==> src/rtl/alu_driver.sv <==
// alu_driver: byte-stream command sequencer for an external ALU (define ALU_DRV_OPCHECK_EN to reject illegal opcodes)
module alu_driver #(
  parameter int EXEC_CYCLES = 1
) (
  input  logic       CLK,
  input  logic       RST,
  input  logic [7:0] IN_DATA,
  input  logic       IN_VALID,
  output logic       IN_READY,
  output logic [7:0] ALU_A,
  output logic [7:0] ALU_B,
  output logic [3:0] ALU_SEL,
  input  logic [7:0] ALU_RES,
  input  logic [3:0] ALU_FLAGS,
  output logic [7:0] RES_DATA,
  output logic [3:0] RES_FLAGS,
  output logic       RES_ERR,
  output logic       RES_VALID,
  input  logic       RES_READY,
  output logic [7:0] CMD_CNT,
  output logic       BUSY
);
`ifdef ALU_DRV_OPCHECK_EN
  localparam bit OPCHECK = 1'b1;
`else
  localparam bit OPCHECK = 1'b0;
`endif
  typedef enum logic [2:0] {IDLE, GET_A, GET_B, EXEC, SEND} state_t;
  state_t     state_q, state_d;
  logic [1:0] cnt_q, cnt_d;
  logic [7:0] a_q, a_d, b_q, b_d, res_q, res_d, cmd_q, cmd_d;
  logic [3:0] sel_q, sel_d, flags_q, flags_d;
  logic       err_q, err_d, valid_q, valid_d, bad_q, bad_d;
  logic       in_xfer, op_bad, last;
  assign IN_READY  = state_q inside {IDLE, GET_A, GET_B};
  assign BUSY      = state_q != IDLE;
  assign ALU_A     = a_q;
  assign ALU_B     = b_q;
  assign ALU_SEL   = sel_q;
  assign RES_DATA  = res_q;
  assign RES_FLAGS = flags_q;
  assign RES_ERR   = OPCHECK & err_q;
  assign RES_VALID = valid_q;
  assign CMD_CNT   = cmd_q;
  assign in_xfer   = IN_VALID & IN_READY;
  assign op_bad    = OPCHECK & ((IN_DATA[7:4] != 4'h0) | (IN_DATA[3:0] > 4'hB));
  assign last      = cnt_q == 2'(EXEC_CYCLES - 1);
  always_comb begin
    state_d = state_q;
    cnt_d   = cnt_q;
    a_d     = a_q;
    b_d     = b_q;
    sel_d   = sel_q;
    res_d   = res_q;
    flags_d = flags_q;
    err_d   = err_q;
    valid_d = valid_q;
    cmd_d   = cmd_q;
    bad_d   = bad_q;
    case (state_q)
      IDLE: if (in_xfer) begin
        bad_d   = op_bad;
        sel_d   = op_bad ? sel_q : IN_DATA[3:0];
        state_d = GET_A;
      end
      GET_A: if (in_xfer) begin
        a_d     = IN_DATA;
        state_d = GET_B;
      end
      GET_B: if (in_xfer) begin
        b_d     = IN_DATA;
        cnt_d   = 2'd0;
        res_d   = bad_q ? 8'h00 : res_q;
        flags_d = bad_q ? 4'h0 : flags_q;
        err_d   = bad_q ? 1'b1 : err_q;
        valid_d = bad_q;
        state_d = bad_q ? SEND : EXEC;
      end
      EXEC: if (last) begin
        res_d   = ALU_RES;
        flags_d = ALU_FLAGS;
        err_d   = 1'b0;
        valid_d = 1'b1;
        state_d = SEND;
      end else begin
        cnt_d   = cnt_q + 2'd1;
      end
      SEND: if (RES_READY) begin
        valid_d = 1'b0;
        cmd_d   = cmd_q + 8'd1;
        state_d = IDLE;
      end
      default: state_d = IDLE;
    endcase
  end
  always_ff @(posedge CLK) begin
    if (RST) begin
      state_q <= IDLE;
      cnt_q   <= 2'd0;
      a_q     <= 8'h00;
      b_q     <= 8'h00;
      sel_q   <= 4'h0;
      res_q   <= 8'h00;
      flags_q <= 4'h0;
      err_q   <= 1'b0;
      valid_q <= 1'b0;
      cmd_q   <= 8'h00;
      bad_q   <= 1'b0;
    end else begin
      state_q <= state_d;
      cnt_q   <= cnt_d;
      a_q     <= a_d;
      b_q     <= b_d;
      sel_q   <= sel_d;
      res_q   <= res_d;
      flags_q <= flags_d;
      err_q   <= err_d;
      valid_q <= valid_d;
      cmd_q   <= cmd_d;
      bad_q   <= bad_d;
    end
  end
endmodule
==> config.mk <==
export PLATFORM = sky130hd
export DESIGN_NAME = alu_driver
export DESIGN_NICKNAME = d
export VERILOG_FILES = /design/src/rtl/alu_driver.sv
export SDC_FILE = /design/constraint.sdc
export NUM_CORES = 1
export LEC_CHECK = 0
export CAP_MARGIN = 30
export CORE_AREA = 2 2 67 69
export DETAILED_ROUTE_END_ITERATION = 10
export DIE_AREA = 0 0 69 71
export GPL_TIMING_DRIVEN = 0
export PLACE_DENSITY = 0.81
export SLEW_MARGIN = 20
export SYNTH_ARGS = -nofsm -noshare
export SYNTH_HDL_FRONTEND = slang
export SYNTH_SLANG_ARGS = --single-unit
==> constraint.sdc <==
create_clock -name CLK -period 3.44 [get_ports CLK]
set_clock_uncertainty 0.15 [all_clocks]
set_input_delay 0.688 -clock CLK [delete_from_list [all_inputs] [get_ports CLK]]
set_output_delay 0.688 -clock CLK [all_outputs]
set_load 0.01 [all_outputs]
# Word-level counts from Yosys, hierarchy flattened
# Index checks and enable logic that the tools add are counted.
# op_classes
muxes	17
eq_ne	10
reduce_logical	14
bitwise	2
add_sub_neg	2
# ops
cell	n
8-bit 2-to-1 mux	2
3-bit 2-to-1 mux	5
3-bit case mux with 5 select lines	1
2-bit != test (second input constant)	6
3-bit nonzero test	3
8-bit by 1-bit adder with 8-bit output (second input constant)	1
4-bit 2-to-1 mux	2
2-bit AND reduction	4
4-bit AND reduction	2
3-bit by 2-bit == test with 1-bit output (second input constant)	2
5-bit AND reduction	1
2-bit 2-to-1 mux	2
2-bit case mux with 2 select lines	1
3-bit by 1-bit == test with 1-bit output (second input constant)	1
3-bit == test (second input constant)	1
3-bit zero test	1
1-bit 2-to-1 mux	3
1-bit case mux with 3 select lines	1
3-bit AND reduction	1
2-bit by 1-bit adder with 2-bit output (second input constant)	1
2-bit zero test	1
2-bit nonzero test	1
1-bit AND	1
1-bit NOT	1
# word_totals
inputBits	24
out_inout_bits	44
regBits	46

# Depth between registers and ports, before layout
# Gate-level depths: netlist of run 1.
# logic_depth
ltp_word	5
mapped_depth	6

# Worst setup path after synthesis of run 1
# OpenSTA, ideal clock, no wires.
# synth_timing
path_type	register to output
from	register state_q[2]
to	output BUSY
t_required_ns	2.602
slack_ns	1.664
arrival_ns	0.938
stages_incl_launch_ff	3
cell_sequence	dfxtp_1 -> buf_2 -> or3_1
# synth_via
elab_chain_cells	1
# synth_lines
item	line	text
start: declaration	29	state_t state_q, state_d;
start signal: assignment	110	state_q <= state_d;
3-bit nonzero test	36	assign BUSY = state_q != IDLE;
end: declaration	21	output logic BUSY
# No other way between the ends.

# Final worst setup path of run 1
# Same ends and word-level chain as after synthesis.

==> flow_summary_export.csv, run 1 <==
group,metric,value,unit
status,status,"finished, final reports clean",
synthesis,yosysWarnings,0,
pwr,peakVddDrop,280,uV
pwr,leakage,0.953,nW
detailed_routing,first_pass_iters,4,
setup_path,reg2reg_depth,5,
sta,period_share,75.5,%
synthesis,syn_inst,212,
setup_path,r2r-start,"cnt_q[0]",
detailed_routing,wirelength,4510,um
clocking,cts_tree,"done",
floorplan,dieWidth,69,um
setup_path,worstSetupPathType,"reg -> out",
clocking,cts_hold_buf,0,
synthesis,yosysTopAreaCell,"dfxtp_1",
worst_hold_path,worstHoldPathCells,2,
global_routing,grt_usage,18.8,%
setup_path,startpoint_type,"flop",
clocking,cts_buffer_depth,2,
clocking,ctsRootBufferMaster,"clkbuf_8",
synthesis,synth_area_leaders,"dfxtp_1, nand2_1, a21oi_1, mux2i_1, nor2_1",
detailed_routing,post_drt_wl_per_cell,13.3,um
global_routing,grt_max_degree,16,
synthesis,yosys-top-cells-count,"dfxtp_1, nand2_1, a21oi_1, nor2_1, mux2i_1",
floorplan,pin_count,68,
clocking,cts_resized,0,
synthesis,postSynthNetCount,238,
worst_hold_path,min_path_type,"reg -> reg",
job,maxCapViolCount,0,
placement,gp_congestion,0.724,
placement,dp_hpwl,3320,um
finish,n_antenna_cell,0,
synthesis,synth_cell_type_count,34,
synthesis,ys_seq_area_share,48.9,%
synthesis,yosysMostFrequentCell,"dfxtp_1",
synthesis,async_flop_share,0,%
floorplan,initial_core_util,44.8,%
worst_hold_path,hold_start,"ALU_B[3]",
setup_path,critPathArrivalTime,1760,ps
sta,fmax,385,MHz
floorplan,placementRows,24,
synthesis,synth_area,0.00188,mm2
sta,slew_violations,0,
floorplan,fp.dieArea,0.00490,mm2
detailed_routing,drc_errors,0,
synthesis,synth_top_flop_cell,"dfxtp_1",
finish,drive_gt1_share,6.99,%
setup_path,rrSetupSlack,1790,ps
finish,fin_nets,311,
detailed_routing,drt_iter0_markers,44,
placement,pre_cts_ws,1020,ps
detailed_routing,postRouteAntennaNets,0,
sta,tns,0,ps
pwr,power.total,1.08,mW
clocking,h-tree-depth,2,
synthesis,yosys.area.top_type_share,48.9,%
clocking,cts_buffers,5,
worst_hold_path,min_to,"ALU_B[3]",
sta,worstMarginPinSlew,554,ps
clocking,clock_sinks,46,
global_routing,antenna_found_initial,0,
sta,hold_ws,307,ps
sta,relSlewSlack,63.1,%
detailed_routing,post_drt_via_cell_ratio,5.06,
floorplan,dieHeight,71,um
sta,hold_violations,0,
sta,layout_min_cycle_time,2600,ps
setup_path,cp.required,2600,ps
detailed_routing,via_count,1710,
placement,io_buffers,66,
synthesis,synth-edff-count,0,
synthesis,synth_area_per_cell,8.88,um2
setup_path,crit_fanout,10,
pwr,power_density,398,mW/mm2
sta,rsz0062_at_grt,"no",
synthesis,ys_ff_latch,46,
sta,setup_viol,0,
global_routing,grt-ovfl-total,0,
finish,area_growth,44.5,%
clocking,worstSkewPairLatency,300,ps
setup_path,r2r-end,"cnt_q[1]",
global_routing,first_global_vias,1624,
sta,worst_slack,842,ps
floorplan,core_area,0.00420,mm2
clocking,clk_pin_slew,90,ps
global_routing,grt_first_pass_wirelength,7430,um
setup_path,crit_path_end_kind,"output pin",
clocking,post_cts_buffers,0,
[cells by family after synthesis]
| family | count (synthesis) | synth area share (%) |
|---|---|---|
| XOR/XNOR | 1 | 0.465 |
| flip-flops | 46 | 48.9 |
| AO/OA/AOI/OAI | 39 | 11.2 |
| adder cells (fa/ha/maj) | 2 | 1.33 |
| AND/OR/NAND/NOR | 87 | 24.1 |
| buffers and inverters | 21 | 5.71 |
| multiplexers | 15 | 8.04 |
| other | 1 | 0.199 |
[report_power, final]
part | switching [mW] | internal [mW] | total (mW)
Sequential | 0.00694 | 0.544 | 0.551
Clock | 0.192 | 0.218 | 0.409
Combinational | 0.0534 | 0.0690 | 0.122
Total | 0.252 | 0.831 | 1.08
[layer usage]
metal	GRT usage (%)	part of all wire, %	up-vias
li1	-	-	870
met1	21.1	42	791
met2	33.3	49	42
met3	5.84	7.2	7
met4	7.19	1.4	0
met5	0	0	-
[how the worst max path moves through the flow]
stage	slack, ps	from	cells past startpoint	to
after global routing	790	state_q[2]	3	BUSY
final	840	state_q[2]	3	BUSY
after CTS	830	state_q[2]	3	BUSY
after global placement	1070	IN_VALID	5	ALU_A[6]
after floorplan	1660	state_q[2]	2	BUSY
after detailed placement	1020	IN_VALID	5	ALU_A[5]
[critical path, cell delays in order (launching register included)]
cell and delay (ps):
dfxtp_1 390, buf_2 210, or3_1 370, clkdlybuf4s50_1 490
[per-stage QoR]
| stage | utilization (%) | cells | instance area [um2] |
|---|---|---|---|
| 2_1_floorplan | - | 212 | 1880 |
| 3_3_place_gp | 62.1 | 330 | 2610 |
| 3_5_place_dp | 62.1 | 330 | 2610 |
| 4_1_cts | 64.7 | 338 | 2720 |
| 5_1_grt | 64.7 | 338 | 2720 |
| 6_report | 64.7 | 338 | 2720 |
[sequential cells by signal, indices dropped and copies added, names as in the netlist]
| register | count |
|---|---|
| ALU_A | 8 |
| ALU_SEL | 4 |
| state_q | 3 |
| RES_DATA | 8 |
| cnt_q | 2 |
| RES_VALID | 1 |
| ALU_B | 8 |
| RES_FLAGS | 4 |
| CMD_CNT | 8 |
[layout make-up]
cell class | count | area, um2
Fill cell | 371 | 1480
Sequential cell | 46 | 921
Multi-Input combinational cell | 145 | 855
Timing Repair Buffer | 66 | 661
Buffer | 16 | 88.8
Clock buffer | 5 | 68.8
Tap cell | 52 | 65.1
Clock inverter | 3 | 43.8
Inverter | 5 | 18.8
[placed cells by master, fill, tap and decap left out, drive strengths merged]
master / instances
buf: 9
and4b: 1
clkbuf: 12
nor4bb: 3
bufinv: 1
nand3: 6
nor3b: 1
o21ai: 3
nand2: 44
mux2: 1
nor4b: 1
o311ai: 1
nor2b: 2
clkinv: 1
mux2i: 14
conb: 1
nor2: 16
nand4bb: 2
nor3: 2
a31oi: 1
a311oi: 1
clkdlybuf4s50: 66
nor4: 1
or4bb: 1
or3: 4
o31ai: 2
inv: 6
a21oi: 30
xor2: 1
nand4b: 1
or4: 2
a21boi: 1
ha: 2
dfxtp: 46
Power figures use the tool's default switching activity.
==> run 2, diff against run 1 <==
Settings changed: CORE_AREA 2 2 67 69 to 2 2 69 71, DIE_AREA 0 0 69 71 to 0 0 71 73, PLACE_DENSITY 0.81 to 0.77.
Clock period 3.44 ns to 2.5 ns, I/O delays scaled along.
==> flow_summary_export.csv, run 2 (synthesized netlist as in run 1, its figures left out) <==
group,metric,value,unit
placement,gp_congestion,0.698,
setup_path,worstSetupPathType,"reg -> out",
finish,fin_area,0.00272,mm2
clocking,cts_tree,"done",
detailed_routing,wl_met1,1940,um
global_routing,antenna_found_initial,0,
status,status,"finished, final reports clean",
global_routing,first_global_vias,1617,
job,maxCapViolCount,0,
clocking,worstSkewPairLatency,290,ps
sta,period_share,95.5,%
detailed_routing,routed.top_layer,"met4",
setup_path,cp.required,1850,ps
pwr,power_density,528,mW/mm2
clocking,cts_buffer_depth,2,
clocking,post_cts_buffers,0,
clocking,cts_hold_buf,0,
sta,worstMarginPinSlew,525,ps
finish,drive_gt1_share,6.99,%
pwr,leakage,0.952,nW
detailed_routing,via_count,1688,
sta,fmax,419,MHz
finish,n_antenna_cell,0,
clocking,h-tree-depth,2,
placement,dp_hpwl,3180,um
worst_hold_path,min_path_type,"reg -> reg",
placement,io_buffers,66,
finish,fin_nets,311,
setup_path,crit_fanout,10,
setup_path,reg2reg_depth,4,
detailed_routing,wl_met3,338,um
pwr,peakVddDrop,400,uV
setup_path,r2r-start,"state_q[0]",
clocking,ctsRootBufferMaster,"clkbuf_8",
detailed_routing,first_pass_iters,5,
clocking,clock_sinks,46,
detailed_routing,wirelength,4320,um
setup_path,critPathArrivalTime,1740,ps
detailed_routing,post_drt_via_cell_ratio,4.96,
clocking,cts_buffers,5,
clocking,cts_resized,0,
floorplan,core_area,0.00454,mm2
global_routing,grt_usage,17.9,%
detailed_routing,postRouteAntennaNets,0,
pwr,pwr-share-comb,11.6,%
global_routing,grt-ovfl-total,0,
detailed_routing,drt_iter0_markers,39,
global_routing,grt_max_degree,14,
detailed_routing,post_drt_wl_per_cell,12.7,um
sta,relSlewSlack,65.0,%
floorplan,initial_core_util,41.5,%
worst_hold_path,worstHoldPathCells,2,
pwr,p_int,1.12,mW
floorplan,placementRows,25,
sta,setup_viol,0,
finish,area_growth,44.5,%
clocking,clk_pin_slew,80,ps
global_routing,grt_first_pass_wirelength,7300,um
sta,slew_violations,0,
detailed_routing,wl_met2,1970,um
sta,rsz0062_at_grt,"no",
sta,layout_min_cycle_time,2390,ps
setup_path,rrSetupSlack,860,ps
floorplan,fp.dieArea,0.00518,mm2
pwr,pwr-share-seq,52.8,%
sta,hold_violations,0,
detailed_routing,drc_errors,0,
floorplan,dieWidth,71,um
setup_path,r2r-end,"CMD_CNT[7]",
setup_path,crit_path_end_kind,"output pin",
setup_path,startpoint_type,"flop",
pwr,clkPwrFrac,35.6,%
sta,tns,0,ps
placement,placed_area,0.00261,mm2
finish,final_common_cell,"clkdlybuf4s50_1",
floorplan,pin_count,68,
pwr,power.switching,0.313,mW
worst_hold_path,min_to,"RES_DATA[6]",
finish,final_cell_mix,"clkdlybuf4s50_1, dfxtp_1, nand2_1, a21oi_1, nor2_1",
floorplan,dieHeight,73,um
pwr,swShare,21.8,%
worst_hold_path,hold_start,"RES_DATA[6]",
-- run 2: cell count changes in the layout (fill, tap and decap cells not counted) --
cell	change
bufinv_16	-1
clkbuf_8	+3
clkinv_2	-1
inv_6	-1
-- run 2: final cells by class --
cell class                      count  area, um2
Fill cell                         383       1810
Sequential cell                    46        921
Multi-Input combinational cell    145        855
Clock buffer                        8        110
Tap cell                           54       67.6
Inverter                            5       18.8
Buffer                             16       88.8
Timing Repair Buffer               66        661
-- run 2: critical path, cell delays in order (launching register included) --
cell and delay (ps):
dfxtp_1 370, buf_2 210, or3_1 380, clkdlybuf4s50_1 490
-- run 2: worst max-delay path by stage --
stage                     startpoint            to  slack, ps  cells past startpoint
final                     state_q[2]          BUSY        110                      3
after global routing      state_q[2]          BUSY         40                      3
after CTS                 state_q[2]          BUSY        100                      3
after detailed placement         RST  RES_FLAGS[1]        280                      4
after global placement           RST      cnt_q[1]        330                      4
after floorplan           state_q[2]          BUSY        910                      2
-- run 2: power by group through the flow --
stage	clock network (mW)	logic [mW]	registers (mW)
after floorplan	0	0.0715	0.781
after global placement	0	0.166	0.775
after detailed placement	0	0.167	0.776
after CTS	0.526	0.168	0.759
after global routing	0.549	0.183	0.761
final	0.511	0.167	0.758
-- run 2: per-stage QoR --
| step | instances | util [%] | setup slack (ps) | hold WS [ps] | power (mW) |
|---|---|---|---|---|---|
| final | 340 | 60.0 | 113 | 307 | 1.44 |
| after global placement | 332 | 57.6 | 330 | 291 | 0.941 |
| after CTS | 340 | 60.0 | 99.1 | 308 | 1.45 |
| after detailed placement | 332 | 57.6 | 280 | 299 | 0.943 |
| after global routing | 340 | 60.0 | 42.9 | 324 | 1.49 |
| after floorplan | 212 | - | 912 | 294 | 0.853 |
-- run 2: per-layer routing --
metal / vias up / global-route usage [%]
li1: 865 / -
met1: 776 / 21.0
met2: 42 / 30.0
met3: 5 / 6.63
met4: 0 / 6.29
met5: - / 0
